<file path="config.mk">
export PLATFORM = sky130hd
export DESIGN_NAME = noc_out_port_arbiter
export DESIGN_NICKNAME = d
export VERILOG_FILES = /design/src/rtl/noc_out_port_arbiter.sv
export SDC_FILE = /design/constraint.sdc
export NUM_CORES = 1
export LEC_CHECK = 0
export CELL_PAD_IN_SITES_DETAIL_PLACEMENT = 1
export CELL_PAD_IN_SITES_GLOBAL_PLACEMENT = 2
export CORE_ASPECT_RATIO = 1.25
export CORE_MARGIN = 2
export CORE_UTILIZATION = 30
export DETAILED_ROUTE_END_ITERATION = 6
export DONT_BUFFER_PORTS = 1
export GPL_TIMING_DRIVEN = 0
export MAX_ROUTING_LAYER = met4
export PLACE_DENSITY_LB_ADDON = 0.1
export SLEW_MARGIN = 20
export SYNTH_ARGS = -nofsm -noshare
export SYNTH_HDL_FRONTEND = slang
export SYNTH_SLANG_ARGS = --single-unit
</file>
<file path="constraint.sdc">
create_clock -name clk -period 5.4 [get_ports clk]
set_clock_uncertainty 0.2 [all_clocks]
set_input_delay 0.54 -clock clk [delete_from_list [all_inputs] [get_ports clk]]
set_output_delay 0.54 -clock clk [all_outputs]
set_load 0.1 [all_outputs]
</file>
<file path="src/rtl/noc_out_port_arbiter.sv">
// Output-port switch allocator for the 5-port wormhole router: round-robin
// arbitration with a wormhole lock until the tail flit transfers.
// Optional watchdog (forced release of a stalled lock) enabled by defining NOC_ARB_WATCHDOG_EN.
module noc_out_port_arbiter #(
  parameter int TIMEOUT = 64
) (
  input  logic       clk,
  input  logic       rst,
  input  logic [4:0] req,
  input  logic [4:0] req_tail,
  input  logic       out_ready,
  output logic [4:0] grant,
  output logic [4:0] pop,
  output logic       fire,
  output logic       busy,
  output logic       timeout_err
);

  // Handshake: a flit moves on a cycle where the locked input requests
  // (req[g]) and downstream is ready (out_ready); pop strobes that input.
  typedef enum logic {IDLE = 1'b0, LOCKED = 1'b1} state_t;

  state_t     state;
  logic [2:0] ptr;
  logic [2:0] g_idx;
  logic [2:0] win_idx;
  logic       win_found;
  logic [3:0] cand;
  logic [2:0] next_ptr;

  assign fire     = |(grant & req) & out_ready;
  assign pop      = grant & {5{fire}};
  assign next_ptr = (g_idx == 3'd4) ? 3'd0 : g_idx + 3'd1;

  // First requester in the order ptr, ptr+1, ... wrapping mod 5.
  always_comb begin
    win_found = 1'b0;
    win_idx   = ptr;
    cand      = 4'd0;
    for (int k = 0; k < 5; k++) begin
      cand = {1'b0, ptr} + 4'(k);
      if (cand >= 4'd5) cand = cand - 4'd5;
      if (!win_found && req[cand[2:0]]) begin
        win_found = 1'b1;
        win_idx   = cand[2:0];
      end
    end
  end

`ifdef NOC_ARB_WATCHDOG_EN
  localparam int CW = $clog2(TIMEOUT + 1);
  logic [CW-1:0] wd_cnt;
`endif

  always_ff @(posedge clk or posedge rst) begin
    if (rst) begin
      state <= IDLE;
      grant <= 5'b00000;
      busy  <= 1'b0;
      ptr   <= 3'd4;
      g_idx <= 3'd0;
`ifdef NOC_ARB_WATCHDOG_EN
      wd_cnt      <= '0;
      timeout_err <= 1'b0;
`endif
    end else begin
`ifdef NOC_ARB_WATCHDOG_EN
      timeout_err <= 1'b0;
`endif
      case (state)
        IDLE: begin
          if (win_found) begin
            state <= LOCKED;
            grant <= 5'b00001 << win_idx;
            g_idx <= win_idx;
            busy  <= 1'b1;
`ifdef NOC_ARB_WATCHDOG_EN
            wd_cnt <= '0;
`endif
          end
        end
        LOCKED: begin
          if (fire) begin
`ifdef NOC_ARB_WATCHDOG_EN
            wd_cnt <= '0;
`endif
            if (req_tail[g_idx]) begin
              state <= IDLE;
              grant <= 5'b00000;
              busy  <= 1'b0;
              ptr   <= next_ptr;
            end
          end
`ifdef NOC_ARB_WATCHDOG_EN
          // Stalled too long: drop the lock and skip the stalled input.
          else if (wd_cnt == CW'(TIMEOUT)) begin
            state       <= IDLE;
            grant       <= 5'b00000;
            busy        <= 1'b0;
            ptr         <= next_ptr;
            wd_cnt      <= '0;
            timeout_err <= 1'b1;
          end else begin
            wd_cnt <= wd_cnt + 1'b1;
          end
`endif
        end
        default: begin
          state <= IDLE;
          grant <= 5'b00000;
          busy  <= 1'b0;
        end
      endcase
    end
  end

`ifndef NOC_ARB_WATCHDOG_EN
  assign timeout_err = 1'b0;
`endif

endmodule

</file>
**Yosys cells after proc, flatten, opt, wreduce, memory -nomap -nowiden**

Cells that the tools add are included.

- Reductions and logical operators: 12
- Bitwise logic cells: 4
- Mux-type cells: 40
- Add/subtract/negate cells: 10
- Equal/unequal tests: 4
- Shift-type cells: 1
- Order comparisons: 11

Operator list:

| cell | count |
|---|---|
| 2-to-1 mux 3 bit | 11 |
| less-than comparator 3 x 4 -> 1 bit, second input constant | 6 |
| binary-select mux 1 bit (select 3 bit) | 6 |
| 2-to-1 mux 1 bit | 17 |
| greater-or-equal comparator 4 x 3 -> 1 bit, second input constant | 4 |
| 2-to-1 mux 5 bit | 3 |
| subtractor 3 bit, second input constant | 5 |
| bitwise AND 5 bit | 2 |
| one-hot mux 5 bit (2 select lines) | 1 |
| adder 3 x 2 -> 4 bit, second input constant | 2 |
| AND reduction 3 bit | 2 |
| OR reduction 5 bit | 1 |
| left shift 1 x 3 -> 5 bit, first input constant | 1 |
| adder 3 x 1 -> 4 bit, second input constant | 1 |
| adder 3 x 3 -> 4 bit, second input constant | 1 |
| logical AND 1 bit | 4 |
| logical NOT 1 bit | 4 |
| inequality test 2 bit, second input constant | 2 |
| one-hot mux 1 bit (2 select lines) | 2 |
| adder 3 x 1 -> 3 bit, second input constant | 1 |
| equality test 3 bit, second input constant | 1 |
| greater-or-equal comparator 3 bit, second input constant | 1 |
| inequality test 2 x 1 -> 1 bit, second input constant | 1 |
| AND reduction 2 bit | 1 |
| other kinds (2) | 2 |

- Register bits after elaboration: 13

**Longest topological paths before layout**

- Depth after elaboration: 20
- Mapped depth: 14
- Gate-level depth less buffers: 13

**Worst setup path after synthesis**

No wires, ideal clock.

- Path kind: reg2out
- From: register grant[1]
- To: output port pop[0]
- Required time: 4.660 ns
- Data arrival time: 4.558 ns
- Buffers on the path: 0
- Setup slack: 0.102 ns
- Cell stages (with the launch flop): 4
- Cells stage by stage: dfrtp_1 a222oi_1 a21boi_0 and2_1

- Word-level cells in the longest chain between the ends: 4

Ends and longest elaborated chain:

| item | line | source |
|---|---|---|
| from (decl) | 12 | `output logic [4:0] grant,` |
| from (signal assigned) | 74 | `grant <= 5'b00001 << win_idx;` |
| bitwise AND 5 bit | 31 | `assign fire = \|(grant & req) & out_ready;` |
| OR reduction 5 bit | 31 |  |
| bitwise AND 1 bit | 31 |  |
| via fire | 14 | `output logic fire,` |
| bitwise AND 5 bit | 32 | `assign pop = grant & {5{fire}};` |
| to (decl) | 13 | `output logic [4:0] pop,` |

The timed path passes the listed nets, and every way through them passes these cells.

**Worst setup path after layout**

- From: register ptr[0]
- To: register grant[4]

- Word-level cells in the longest chain between the ends: 20
- Elaborated cells on any way between the ends: 52

Ends and longest elaborated chain:

| item | line | source |
|---|---|---|
| from (decl) | 24 | `logic [2:0] ptr;` |
| from (signal assigned) | 91 | `ptr <= next_ptr;` |
| branches (longest 20 deep; another with adder 3 x 1 -> 4 bit) | - |  |

Several ways; the timed one is not identified. The select of a mux whose other input is x is not followed.
A chain may end at the register's enable or synchronous reset.

==> reports/results.tsv <==
stage	metric	value	unit
die	die_w	74.3	um
clock_network	cts_tree	done	
critical_path	cp-start-kind	flip-flop	
synth	synth_top_family_by_area	compound AO/OA/AOI/OAI gates	
detailed_routing	vias	1969	
synth	synth_compound_area_frac	0.353	
synth	yosysMostFrequentCell	nand2_1	
final_layout	diodes	0	
critical_path	r2r_slack	0.86	ns
timing	rsz0062_at_grt	no	
die	rows	32	
final_layout	fin_nets	283	
clock_network	clkLatencyLatePin	0.24	ns
global_routing	grt_use_total	0.216	
clock_network	cts_buffers	3	
timing	setup_viol	0	
placed_design	port_buffers	0	
timing	max_slew_margin	0.341	
die	dieArea	0.00682	sq mm
synth	synthMuxAreaShare	0.0291	
synth	synth_cells	253	
critical_path	required	5.32	ns
synth	synthAdderAreaFrac	0.0784	
timing	slew_violations	0	
synth	synth-seq-cells	13	
critical_path	worstSetupEndpointType	flip-flop	
clock_network	cts_resized	0	
timing	hold_violations	0	
synth	synth-main-ff-cell	dfrtp_1	
timing	fin_ws	0.859	ns
die	ioPinCount	26	
detailed_routing	drt_iter0_markers	76	
synth	synth_fp_nets	277	
detailed_routing	via_per_inst	5.74	
global_routing	grt_first_pass_wirelength	10800	um
hold_path	min_path_type	in -> async	
synth	synth.largest_area_cell	dfrtp_1	
final_layout	final.fill_count	766	
timing	worst_pin_slew	0.964	ns
clock_network	htree_levels	1	
synth	synth_xor_area_frac	0.0236	
placed_design	globalplace.congestion	0.834	
detailed_routing	wl_per_cell	19.9	um
detailed_routing	first_pass_iters	4	
global_routing	grt_pass1_vias	2027	
timing	worst_hold_slack	0.0179	ns
clock_network	root_buffer	clkbuf_8	
synth	ys_top_cells_by_count	nand2_1 (24), a21oi_1 (19), inv_1 (17), nor2_1 (15), o21ai_0 (14)	
timing	fmax	220	MHz
critical_path	crit_type	reg -> reg	
clock_network	cts_buffer_depth	2	
die	placeableCoreArea	0.00609	sq mm
timing	period_minus_slack	4.54	ns
global_routing	grt_max_degree	14	
critical_path	arrival	4.46	ns
global_routing	overflow	0	
detailed_routing	ant_nets	0	
die	die_h	91.8	um
synth	yosys.area_share.simple	0.270	
final_layout	layout-drive-gt1-share	0.0814	
final_layout	areaGrowthSynthToFinish	10.3	%
synth	synth_warnings	0	
timing	fin_crit_sh	0.841	
die	initial_core_util	0.304	
critical_path	crit_fanout	10	
clock_network	cts.sinks	13	
synth	synth_top_area_share	0.162	
timing	fin_tns_setup	0	ns
placed_design	dpl.hpwl	5490	um
global_routing	antenna_found_initial	0	
placed_design	dpl_worst_slack	0.923	ns
detailed_routing	wirelength	6840	um
synth	synth_area_leaders	dfrtp_1 (16%), ha_1 (6.8%), a21oi_1 (5.1%)	
clock_network	path_clk_slew	0.06	ns
run_status	outcome	finished, final reports clean	
synth	synth_cell_types	60	
synth	synth_area_per_cell	7.32	sq um
detailed_routing	drc	0	
job	maxCapViolCount	0	
synth	async_flop_share	1.00	
synth	ys_seq_area_frac	0.176	
clock_network	cts_hold_buf	0	
synth	syn_area	0.00185	sq mm
clock_network	cts_setup_buffers	0	
synth	synth_enable_flop_cells	0	
==> logic make-up (layout without fill, tap and decap cells) <==
| kind of cell | after synthesis | after routing |
|---|---|---|
| AOI/OAI and AO/OA | 93 | 93 |
| xor gates and xnor gates | 5 | 5 |
| adders and majority gates | 11 | 11 |
| buffers and inverters | 29 | 34 |
| DFF | 13 | 13 |
| muxes | 4 | 4 |
| other | 1 | 1 |
| and+or+nand+nor | 97 | 97 |
==> sequential cells by signal, indices dropped and copies added, names as in the netlist <==
name / cells
state: 1
ptr: 3
grant: 5
g_idx: 3
busy: 1
==> cells in the final DEF (no fill, tap or decap), types with 2 or more instances in the layout <==
| cell | netlist | routed |
|---|---|---|
| a222oi_1 | 2 | 2 |
| nand2b_1 | 6 | 6 |
| a32o_1 | 2 | 2 |
| o21a_1 | 4 | 4 |
| or3_1 | 2 | 2 |
| o211ai_1 | 4 | 4 |
| a221oi_1 | 2 | 2 |
| nand4_1 | 4 | 4 |
| a22oi_1 | 4 | 4 |
| o21bai_1 | 4 | 4 |
| nand2_1 | 24 | 24 |
| mux2i_1 | 2 | 2 |
| a2111oi_0 | 3 | 3 |
| o31ai_1 | 2 | 2 |
| o21ai_0 | 14 | 14 |
| a211oi_1 | 4 | 4 |
| a21o_1 | 5 | 5 |
| clkbuf_8 | 0 | 3 |
| a211o_1 | 2 | 2 |
| o22ai_1 | 5 | 5 |
| and3_1 | 3 | 3 |
| nor2_1 | 15 | 15 |
| inv_1 | 17 | 17 |
| xnor2_1 | 5 | 5 |
| o41ai_1 | 2 | 2 |
| a21oi_1 | 19 | 19 |
| clkbuf_1 | 4 | 5 |
| nor2b_1 | 7 | 7 |
| a2bb2oi_1 | 4 | 4 |
| dfrtp_1 | 12 | 12 |
| nor4_1 | 2 | 2 |
| nand3_1 | 10 | 10 |
| buf_2 | 4 | 4 |
| ha_1 | 10 | 10 |
| nor3_1 | 8 | 8 |
| and2_1 | 8 | 8 |
| nor3b_1 | 2 | 2 |
| buf_4 | 3 | 3 |
==> area by class of cell <==
cell class / instances / area (sq um) / area share
multi-input combinational: 211 / 1410 / 0.691
sequential: 13 / 327 / 0.160
tap: 85 / 106 / 0.0521
inverter: 18 / 67.6 / 0.0331
buffer: 11 / 57.6 / 0.0282
clock buffer: 4 / 45.0 / 0.0221
timing repair buffer: 1 / 27.5 / 0.0135
==> worst paths after layout <==
kind	endpoint	depth (start not counted)	startpoint
setup / recovery	grant[4]$_DFFE_PP0P_	12	ptr[0]$_DFFE_PP0P_
hold / removal	g_idx[2]$_DFFE_PP0P_	1	rst
max in group asynchronous	ptr[2]$_DFFE_PP1P_	1	rst
hold reg to reg	g_idx[2]$_DFFE_PP0P_	2	g_idx[2]$_DFFE_PP0P_
setup reg to reg	grant[4]$_DFFE_PP0P_	12	ptr[0]$_DFFE_PP0P_
min in group clk	g_idx[2]$_DFFE_PP0P_	2	g_idx[2]$_DFFE_PP0P_
==> through the flow <==
stage                      util  cells  cell area (sq um)
after floorplan               -    253               1850
after global placement    0.322    338               1960
after detailed placement  0.328    339               2000
after CTS                 0.336    343               2040
after global routing      0.336    343               2040
final                     0.336    343               2040
==> layer usage <==
metal | wire length [um] | vias to the layer above | part of all wire | GRT usage
met5 | 0 | - | 0 | -
met4 | 108 | 0 | 0.016 | 0.0521
met3 | 194 | 6 | 0.028 | 0.0154
met2 | 3470 | 39 | 0.51 | 0.380
met1 | 3060 | 968 | 0.45 | 0.264
li1 | - | 956 | - | -
==> critical path, cell delays in order (launching register included) <==
cell and delay (ns):
dfrtp_1 0.42, buf_4 0.19, inv_2 0.23, ha_1 0.24
inv_1 0.06, fa_1 0.46, or2_1 0.29, a2111oi_0 0.84
a2bb2oi_1 0.43, nor3b_1 0.16, a41o_1 0.34, and2_1 0.23
a211o_1 0.32
Power is not shown: default switching activity piles up to over one toggle a cycle in this logic, so the estimate is an artifact.
